## src/rtl/sequence_generator_if.sv

```systemverilog
// Control and serial-output bundle for sequence_generator.
// master drives the requests; slave (the generator) drives the stream and status.
interface sequence_generator_if #(
   parameter int unsigned SEQ_LEN = 7
);
   logic               load;
   logic [SEQ_LEN-1:0] pattern_in;
   logic               start;
   logic               repeat_en;
   logic               abort;
   logic               x;
   logic               valid;
   logic               busy;
   logic               done;
   logic [7:0]         frame_cnt;

   modport master (
      output load, pattern_in, start, repeat_en, abort,
      input  x, valid, busy, done, frame_cnt
   );

   modport slave (
      input  load, pattern_in, start, repeat_en, abort,
      output x, valid, busy, done, frame_cnt
   );
endinterface

```

## src/rtl/sequence_generator.sv

```systemverilog
// Serial frame generator: shifts a SEQ_LEN-bit pattern out MSB first, optionally repeating
// with GAP_CYCLES idle cycles between frames, and counts completed frames (saturating).
module sequence_generator #(
   parameter int unsigned        SEQ_LEN    = 7,
   parameter logic [SEQ_LEN-1:0] PATTERN    = 7'b1101100,
   parameter int unsigned        GAP_CYCLES = 2
) (
   input logic                 clk,
   input logic                 rst,
   sequence_generator_if.slave bus
);

   localparam int unsigned    CntW    = $clog2(SEQ_LEN);
   localparam logic [CntW-1:0] CntLast = CntW'(SEQ_LEN - 1);
   localparam logic [3:0]     GapLast = (GAP_CYCLES == 0) ? 4'd0 : 4'(GAP_CYCLES - 1);

   typedef enum logic [1:0] {
      StIdle = 2'd0,
      StSend = 2'd1,
      StGap  = 2'd2
   } state_e;

   state_e             state_q, state_d;
   logic [SEQ_LEN-1:0] pattern_q, pattern_d;
   logic [CntW-1:0]    bit_cnt_q, bit_cnt_d;
   logic [3:0]         gap_cnt_q, gap_cnt_d;
   logic               x_q, x_d;
   logic               valid_q, valid_d;
   logic               done_q, done_d;
   logic [7:0]         frame_cnt_q, frame_cnt_d;
   logic [SEQ_LEN-1:0] frame_pat;

   always_comb begin
      state_d     = state_q;
      pattern_d   = pattern_q;
      bit_cnt_d   = bit_cnt_q;
      gap_cnt_d   = gap_cnt_q;
      x_d         = 1'b0;
      valid_d     = 1'b0;
      done_d      = 1'b0;
      frame_cnt_d = frame_cnt_q;
      frame_pat   = pattern_q;

      unique case (state_q)
         StIdle: begin
            if (!bus.abort) begin
               // A load in the same cycle as start feeds the new pattern straight to x
               if (bus.load) begin
                  pattern_d = bus.pattern_in;
                  frame_pat = bus.pattern_in;
               end
               if (bus.start) begin
                  state_d   = StSend;
                  bit_cnt_d = CntLast;
                  x_d       = frame_pat[SEQ_LEN-1];
                  valid_d   = 1'b1;
               end
            end
         end

         StSend: begin
            if (bus.abort) begin
               state_d = StIdle;
            end else if (bit_cnt_q != '0) begin
               bit_cnt_d = bit_cnt_q - 1'b1;
               x_d       = pattern_q[bit_cnt_d];
               valid_d   = 1'b1;
            end else begin
               if (frame_cnt_q != 8'hFF) begin
                  frame_cnt_d = frame_cnt_q + 8'd1;
               end
               if (bus.repeat_en) begin
                  if (GAP_CYCLES == 0) begin
                     bit_cnt_d = CntLast;
                     x_d       = pattern_q[SEQ_LEN-1];
                     valid_d   = 1'b1;
                  end else begin
                     state_d   = StGap;
                     gap_cnt_d = GapLast;
                  end
               end else begin
                  state_d = StIdle;
                  done_d  = 1'b1;
               end
            end
         end

         StGap: begin
            if (bus.abort) begin
               state_d = StIdle;
            end else if (gap_cnt_q == 4'd0) begin
               // Once in the gap the next frame is committed, even if repeat_en has dropped
               state_d   = StSend;
               bit_cnt_d = CntLast;
               x_d       = pattern_q[SEQ_LEN-1];
               valid_d   = 1'b1;
            end else begin
               gap_cnt_d = gap_cnt_q - 4'd1;
            end
         end

         default: state_d = StIdle;
      endcase
   end

   always_ff @(posedge clk or negedge rst) begin
      if (!rst) begin
         state_q <= StIdle;
      end else begin
         state_q <= state_d;
      end
   end

   always_ff @(posedge clk or negedge rst) begin
      if (!rst) begin
         pattern_q   <= PATTERN;
         bit_cnt_q   <= '0;
         gap_cnt_q   <= 4'd0;
         x_q         <= 1'b0;
         valid_q     <= 1'b0;
         done_q      <= 1'b0;
         frame_cnt_q <= 8'd0;
      end else begin
         pattern_q   <= pattern_d;
         bit_cnt_q   <= bit_cnt_d;
         gap_cnt_q   <= gap_cnt_d;
         x_q         <= x_d;
         valid_q     <= valid_d;
         done_q      <= done_d;
         frame_cnt_q <= frame_cnt_d;
      end
   end

   assign bus.x         = x_q;
   assign bus.valid     = valid_q;
   assign bus.busy      = (state_q != StIdle);
   assign bus.done      = done_q;
   assign bus.frame_cnt = frame_cnt_q;

endmodule

```

## src/flat_wrapper.sv

```systemverilog
// flat-port wrapper written by rule: the top's interface ports become plain ports
module sequence_generator_flat 
#(
   parameter int unsigned        SEQ_LEN    = 7,
   parameter logic [SEQ_LEN-1:0] PATTERN    = 7'b1101100,
   parameter int unsigned        GAP_CYCLES = 2
)
  (clk, rst, bus_load, bus_pattern_in, bus_start, bus_repeat_en, bus_abort, bus_x, bus_valid, bus_busy, bus_done, bus_frame_cnt);
  sequence_generator_if #(.SEQ_LEN(SEQ_LEN)) bus_i ();
  input logic clk;
  input logic rst;
  input wire logic [$bits(bus_i.load)-1:0] bus_load;
  input wire logic [$bits(bus_i.pattern_in)-1:0] bus_pattern_in;
  input wire logic [$bits(bus_i.start)-1:0] bus_start;
  input wire logic [$bits(bus_i.repeat_en)-1:0] bus_repeat_en;
  input wire logic [$bits(bus_i.abort)-1:0] bus_abort;
  output wire logic [$bits(bus_i.x)-1:0] bus_x;
  output wire logic [$bits(bus_i.valid)-1:0] bus_valid;
  output wire logic [$bits(bus_i.busy)-1:0] bus_busy;
  output wire logic [$bits(bus_i.done)-1:0] bus_done;
  output wire logic [$bits(bus_i.frame_cnt)-1:0] bus_frame_cnt;
  assign bus_i.load = bus_load;
  assign bus_i.pattern_in = bus_pattern_in;
  assign bus_i.start = bus_start;
  assign bus_i.repeat_en = bus_repeat_en;
  assign bus_i.abort = bus_abort;
  assign bus_x = bus_i.x;
  assign bus_valid = bus_i.valid;
  assign bus_busy = bus_i.busy;
  assign bus_done = bus_i.done;
  assign bus_frame_cnt = bus_i.frame_cnt;
  sequence_generator #(.SEQ_LEN(SEQ_LEN), .PATTERN(PATTERN), .GAP_CYCLES(GAP_CYCLES)) u_core (.clk(clk), .rst(rst), .bus(bus_i));
endmodule
```

## config.mk

```make
export PLATFORM = sky130hd
export DESIGN_NAME = sequence_generator_flat
export DESIGN_NICKNAME = d
export VERILOG_FILES = /design/src/rtl/sequence_generator_if.sv /design/src/rtl/sequence_generator.sv /design/src/flat_wrapper.sv
export SDC_FILE = /design/constraint.sdc
export NUM_CORES = 1
export LEC_CHECK = 0
export BUFFER_PORTS_ARGS = -buffer_cell sky130_fd_sc_hd__clkbuf_2
export CORE_ASPECT_RATIO = 0.7
export CORE_MARGIN = 3
export CORE_UTILIZATION = 54
export DETAILED_ROUTE_END_ITERATION = 7
export MAX_ROUTING_LAYER = met4
export PLACE_DENSITY = 0.88
export SYNTH_ARGS = -nofsm -noshare
export SYNTH_HDL_FRONTEND = slang
export SYNTH_SLANG_ARGS = --single-unit
```

## constraint.sdc

```tcl
create_clock -name clk -period 2 [get_ports clk]
set_input_delay 0.4 -clock clk [delete_from_list [all_inputs] [get_ports clk]]
set_output_delay 0.4 -clock clk [all_outputs]
set_load 0.01 [all_outputs]
```

Yosys cells after proc, flatten, opt, wreduce, memory -nomap -nowiden
Cells that the tools add are included.
{ "word_totals": {"ff_bits": 27, "inputBits": 13, "output_inout_bits": 12} }
{ "op_classes": {"addsub": 3, "n_lt_le_gt_ge": 1, "n_eq_ne": 14, "muxes": 42, "n_bitwise": 2, "reduce_logical": 12} }
{ "op_table": {"columns": ["cell", "count"], "rows": [
  ["2-to-1 mux 4 bit", 5],
  ["2-to-1 mux 3 bit", 6],
  ["2-to-1 mux 1 bit", 17],
  ["2-to-1 mux 2 bit", 7],
  ["!= test 2 bit, second input constant", 7],
  ["one-hot mux 3 bit (3 select lines)", 1],
  ["adder 8 x 1 -> 8 bit, second input constant", 1],
  ["!= test 8 bit, second input constant", 1],
  ["one-hot mux 4 bit (2 select lines)", 1],
  ["AND reduction 4 bit", 2],
  ["2-to-1 mux 7 bit", 1],
  ["AND reduction 7 bit", 1],
  ["one-hot mux 1 bit (3 select lines)", 2],
  ["one-hot mux 2 bit (3 select lines)", 1],
  ["AND reduction 6 bit", 1],
  ["nonzero test 3 bit", 2],
  ["zero test 4 bit", 1],
  ["< comparator 3 x 4 -> 1 bit, second input constant", 1],
  ["!= test 2 x 1 -> 1 bit, second input constant", 2],
  ["nonzero test 2 bit", 2],
  ["subtractor 4 x 1 -> 4 bit, second input constant", 1],
  ["binary-select mux 1 bit (select 3 bit)", 1],
  ["!= test 3 x 2 -> 1 bit, second input constant", 1],
  ["!= test 3 bit, second input constant", 1],
  ["7 further kinds", 8]
]} }

Depth between registers and ports, before layout
{ "logic_depth": {"ltp_word": 6, "mapped_depth": 7, "depth_no_buf": 6} }

Least setup slack after synthesis
OpenSTA, ideal clock, no wires.
{ "synth_timing": {"path_type": "register -> register", "from": "register u_core.bit_cnt_q[0]", "to": "register u_core.x_q, in the netlist u_core.bus.x", "setup_time_ns": 0.135, "arrival_ns": 1.684, "t_required_ns": 1.865, "slack_ns": 0.181, "stages_incl_launch_ff": 7, "synth_period_minus_slack_ns": 1.819, "path_cell_list": "dfrtp_1 inv_1 ha_1 ha_1 mux2_2 a221oi_1 o211ai_1"} }
{ "synth_via": {"elab_chain_cells": 6, "elab_cells_between_ends": 7, "cone_classes": "1 x add/sub; 5 x mux; 1 x reduce/logical"} }
{ "synth_rtl": {"columns": ["element", "line_no", "text"], "rows": [
  ["from (decl)", "sequence_generator.sv:25", "logic [CntW-1:0] bit_cnt_q, bit_cnt_d;"],
  ["from (signal assigned)", "sequence_generator.sv:125", "bit_cnt_q <= bit_cnt_d;"],
  ["subtractor 3 x 1 -> 3 bit", "sequence_generator.sv:65", "bit_cnt_d = bit_cnt_q - 1'b1;"],
  ["binary-select mux 1 bit (select 3 bit)", "sequence_generator.sv:66", "x_d = pattern_q[bit_cnt_d];"],
  ["2-to-1 mux 1 bit (implied by the code)", "sequence_generator.sv:66", null],
  ["2-to-1 mux 1 bit *", "sequence_generator.sv:64", "end else if (bit_cnt_q != '0) begin"],
  ["2-to-1 mux 1 bit *", "sequence_generator.sv:62", "if (bus.abort) begin"],
  ["one-hot mux 1 bit (3 select lines) *", "sequence_generator.sv:44", "unique case (state_q)"],
  ["via u_core.x_d", "sequence_generator.sv:27", "logic x_q, x_d;"],
  ["to (signal assigned)", "sequence_generator.sv:119", "x_q <= 1'b0;"],
  ["to (signal assigned)", "sequence_generator.sv:127", "x_q <= x_d;"],
  ["to (decl)", "sequence_generator.sv:27", null]
]} }
The timed path passes the listed nets; every way through them passes the cells marked *. The select of a mux whose other input is x is not followed.
A chain may end at the register's enable or synchronous reset.

Worst setup path after layout
{ "layout_timing": {"from": "register u_core.bit_cnt_q[0]", "to": "register u_core.gap_cnt_q[2]"} }
{ "layout_via": {"elab_chain_cells": 3} }
{ "layout_rtl": {"columns": ["element", "line_no", "text"], "rows": [
  ["nonzero test 3 bit", "sequence_generator.sv:64", null],
  ["!= test 2 bit (no source line)", null, null],
  ["AND reduction 6 bit (no source line)", null, null],
  ["to (signal assigned)", "sequence_generator.sv:126", "gap_cnt_q <= gap_cnt_d;"],
  ["to (decl)", "sequence_generator.sv:26", "logic [3:0] gap_cnt_q, gap_cnt_d;"]
]} }
Every way passes these cells.

==> impl_metrics.env <==
export IMPL_status="finished clean"
export IMPL_drt_iter0_markers=69
export IMPL_wl_per_cell_um=15.03
export IMPL_drive_gt1_share_pct=39.55
export IMPL_h_tree_depth=1
export IMPL_synth_xor_area_share_pct=5.045
export IMPL_synth_area_mm2=0.001389
export IMPL_syn_avg_cell_area_um2=12.86
export IMPL_cp_arrival_ns=2.07
export IMPL_cp_top_family="compound AO/OA/AOI/OAI gates"
export IMPL_synth_fp_nets=126
export IMPL_synth_top_cell_by_area="dfrtp_1"
export IMPL_cts_made_buffers=3
export IMPL_final_cell_area_mm2=0.001595
export IMPL_cts_tree="built"
export IMPL_clk_latency_ns=0.27
export IMPL_synth_top_cell_area_share_pct=41.44
export IMPL_p_sw_share_pct=28.25
export IMPL_placed_cell_area_mm2=0.001529
export IMPL_clk_pin_slew_worst_paths_ns=0.09
export IMPL_startpoint_type="flop"
export IMPL_synth_seq_cells=27
export IMPL_fin_crit_sh_pct=95.87
export IMPL_dp_hpwl_um=1928
export IMPL_fin_tns_setup_ns=0
export IMPL_clk_path_buf_depth=2
export IMPL_p_leak_uw=0.0007612
export IMPL_synth_area_mux_share_pct=9.640
export IMPL_ant_nets=0
export IMPL_finalHoldViolCount=0
export IMPL_drc=0
export IMPL_slew_headroom_pct=56.90
export IMPL_synth_top_family_by_area="simple AND/OR/NAND/NOR gates"
export IMPL_cap_violations=0
export IMPL_gp_congestion=0.8421
export IMPL_setup_slack_ns=0.08265
export IMPL_yosysWarnings=0
export IMPL_antenna_found_initial=0
export IMPL_place_ws_ns=0.05404
export IMPL_synth_most_common_cell="dfrtp_1"
export IMPL_synthTopCellsByArea="dfrtp_1, dfstp_2, mux2_2"
export IMPL_hp_class="input port to async pin"
export IMPL_slowest_delay_ns=0.42
export IMPL_detail_route_first_pass_iterations=4
export IMPL_coreArea_mm2=0.002295
export IMPL_setup_viol=0
export IMPL_synth_fa_ha_area_share_pct=4.505
export IMPL_synth_edf_count=0
export IMPL_cp_max_fo=9
export IMPL_num_rows=14
export IMPL_cp_slowest_cell="and4bb_1"
export IMPL_post_route_util_pct=69.52
export IMPL_wirelength_um=2495
export IMPL_io_buffers=24
export IMPL_syn_to_final_growth_pct=14.86
export IMPL_crit_type="flop to flop"
export IMPL_die_area_mm2=0.003226
export IMPL_cellPowerDensity_mw_per_mm2=833.7
export IMPL_start_util_pct=60.52
export IMPL_path_buf_inv=1
export IMPL_grt_max_degree=28
export IMPL_synth_simple_area_share_pct=14.77
export IMPL_skew_ns=0.005940
export IMPL_netlist_instances=108
export IMPL_worst_pin_slew_ns=0.6465
export IMPL_p_switching_uw=375.8
export IMPL_fmaxAchievable_ghz=0.5216
export IMPL_die_h_um=48.43
export IMPL_slew_viol_final=0
export IMPL_grt_usage_pct=17.63
export IMPL_required_ns=2.16
export IMPL_dr_total_vias=967
export IMPL_rsz0062_at_grt="false"
export IMPL_pin_count=25
export IMPL_via_per_inst=5.825
export IMPL_synthArstFlopShare_pct=100.0
export IMPL_ys_seq_area_share_pct=49.01
export IMPL_synth_compound_area_share_pct=13.15
export IMPL_combPwrFrac_pct=25.2
export IMPL_p_clk_share_pct=23.1
export IMPL_synth_flop_cell="dfrtp_1"
export IMPL_critPathCaptureType="flop"
export IMPL_p_int_uw=954.3
export IMPL_cts_sinks=27
export IMPL_grt_pass1_wl_um=4312
export IMPL_synth_top_cells_by_count="dfrtp_1, inv_1, mux2_2"
export IMPL_p_seq_share_pct=51.7
export IMPL_diodes=0
export IMPL_die_width_um=66.62
export IMPL_grt_ovfl_total=0
export IMPL_nets=153
export IMPL_grt_pass1_vias=957
export IMPL_cts_root_buf="clkbuf_8"
export IMPL_fin_crit_ns=1.917
export IMPL_ir_worst_vdd_v=0.0005849
export IMPL_synth_cell_types=42
export IMPL_crit_chain="inv_1 > ha_1 > ha_4 > and4bb_1 > a32oi_4 > a221o_1"
==> per-stage QoR <==
step           instances  total power, µW  hold slack (ns)
2_1_floorplan        108            906.3           0.1044
3_3_place_gp         161            980.8           0.4496
3_5_place_dp         161             1009           0.4622
4_1_cts              165             1313           0.1630
5_1_grt              166             1416           0.1844
6_report             166             1330           0.1370
==> power groups by stage <==
stage	sequential [µW]	combinational, µW	clock [µW]
after floorplan	688	218	0
after global placement	693	288	0
after detailed placement	699	310	0
after CTS	689	310	313
after global routing	698	377	342
final	687	336	307
==> registers in the layout (all words and copies together), names as in the netlist <==
register and flops:
u_core.bit_cnt_q 3, u_core.state_q 2, u_core.gap_cnt_q 4, u_core.bus.valid 1
u_core.pattern_q 7, u_core.bus.frame_cnt 8, u_core.bus.x 1, u_core.bus.done 1
==> final cells by class <==
type	instances	area [µm²]
fillers	164	699.4
flip-flops and latches	27	680.7
multi-input cells	69	666.9
repair buffers	25	127.6
clock buffers	3	41.29
well taps	32	40.04
inverters	9	33.78
clock inverters	1	5.005
==> cells in the final DEF (no fill, tap or decap), types with 2 or more instances in the layout <==
cell	Yosys	final
a22o_1	2	2
a2bb2oi_1	2	2
and2_1	2	2
and3_1	2	2
clkbuf_2	1	24
clkbuf_8	0	3
dfrtp_1	23	23
dfstp_2	4	4
ha_1	5	4
inv_1	9	9
mux2_2	9	9
nand3_1	2	2
nand4_1	2	2
nor2b_1	3	3
o2111ai_1	3	3
o211ai_1	4	4
o21ai_1	2	2
xnor2_1	7	7
==> repair_timing <==
item	in CTS	in global routing
hold buffers	0	0
resized for setup	0	1
buffers inserted	0	1
endpoints found under the setup margin	0	2
==> logic make-up after synthesis <==
kind of cell | after synthesis
DFF | 27
buffers and inverters | 12
adders and majority gates | 5
and+or+nand+nor | 25
muxes | 11
xor gates and xnor gates | 8
AOI/OAI and AO/OA | 20
==> final timing paths <==
path,startpoint,to,slack (ns),cells past startpoint
worst max-delay path,u_core.bit_cnt_q[0],u_core.gap_cnt_q[2],0.08,6
worst min-delay path,rst,u_core.bus.valid,0.14,1
worst max register to register,u_core.bit_cnt_q[0],u_core.gap_cnt_q[2],0.08,6
worst min register to register,u_core.bus.frame_cnt[7],u_core.bus.frame_cnt[7],0.51,1
max in group asynchronous,rst,u_core.bus.done,1.45,1
min in group clk,bus_repeat_en,u_core.bus.done,0.33,2
==> layer usage <==
layer  GRT usage [%]  share of wire, %
met2           27.47                47
met3           5.093               4.7
met4           4.054               1.2
met1           22.84                47
met5               -                 0
No activity file was read; power rests on OpenSTA's default activity.
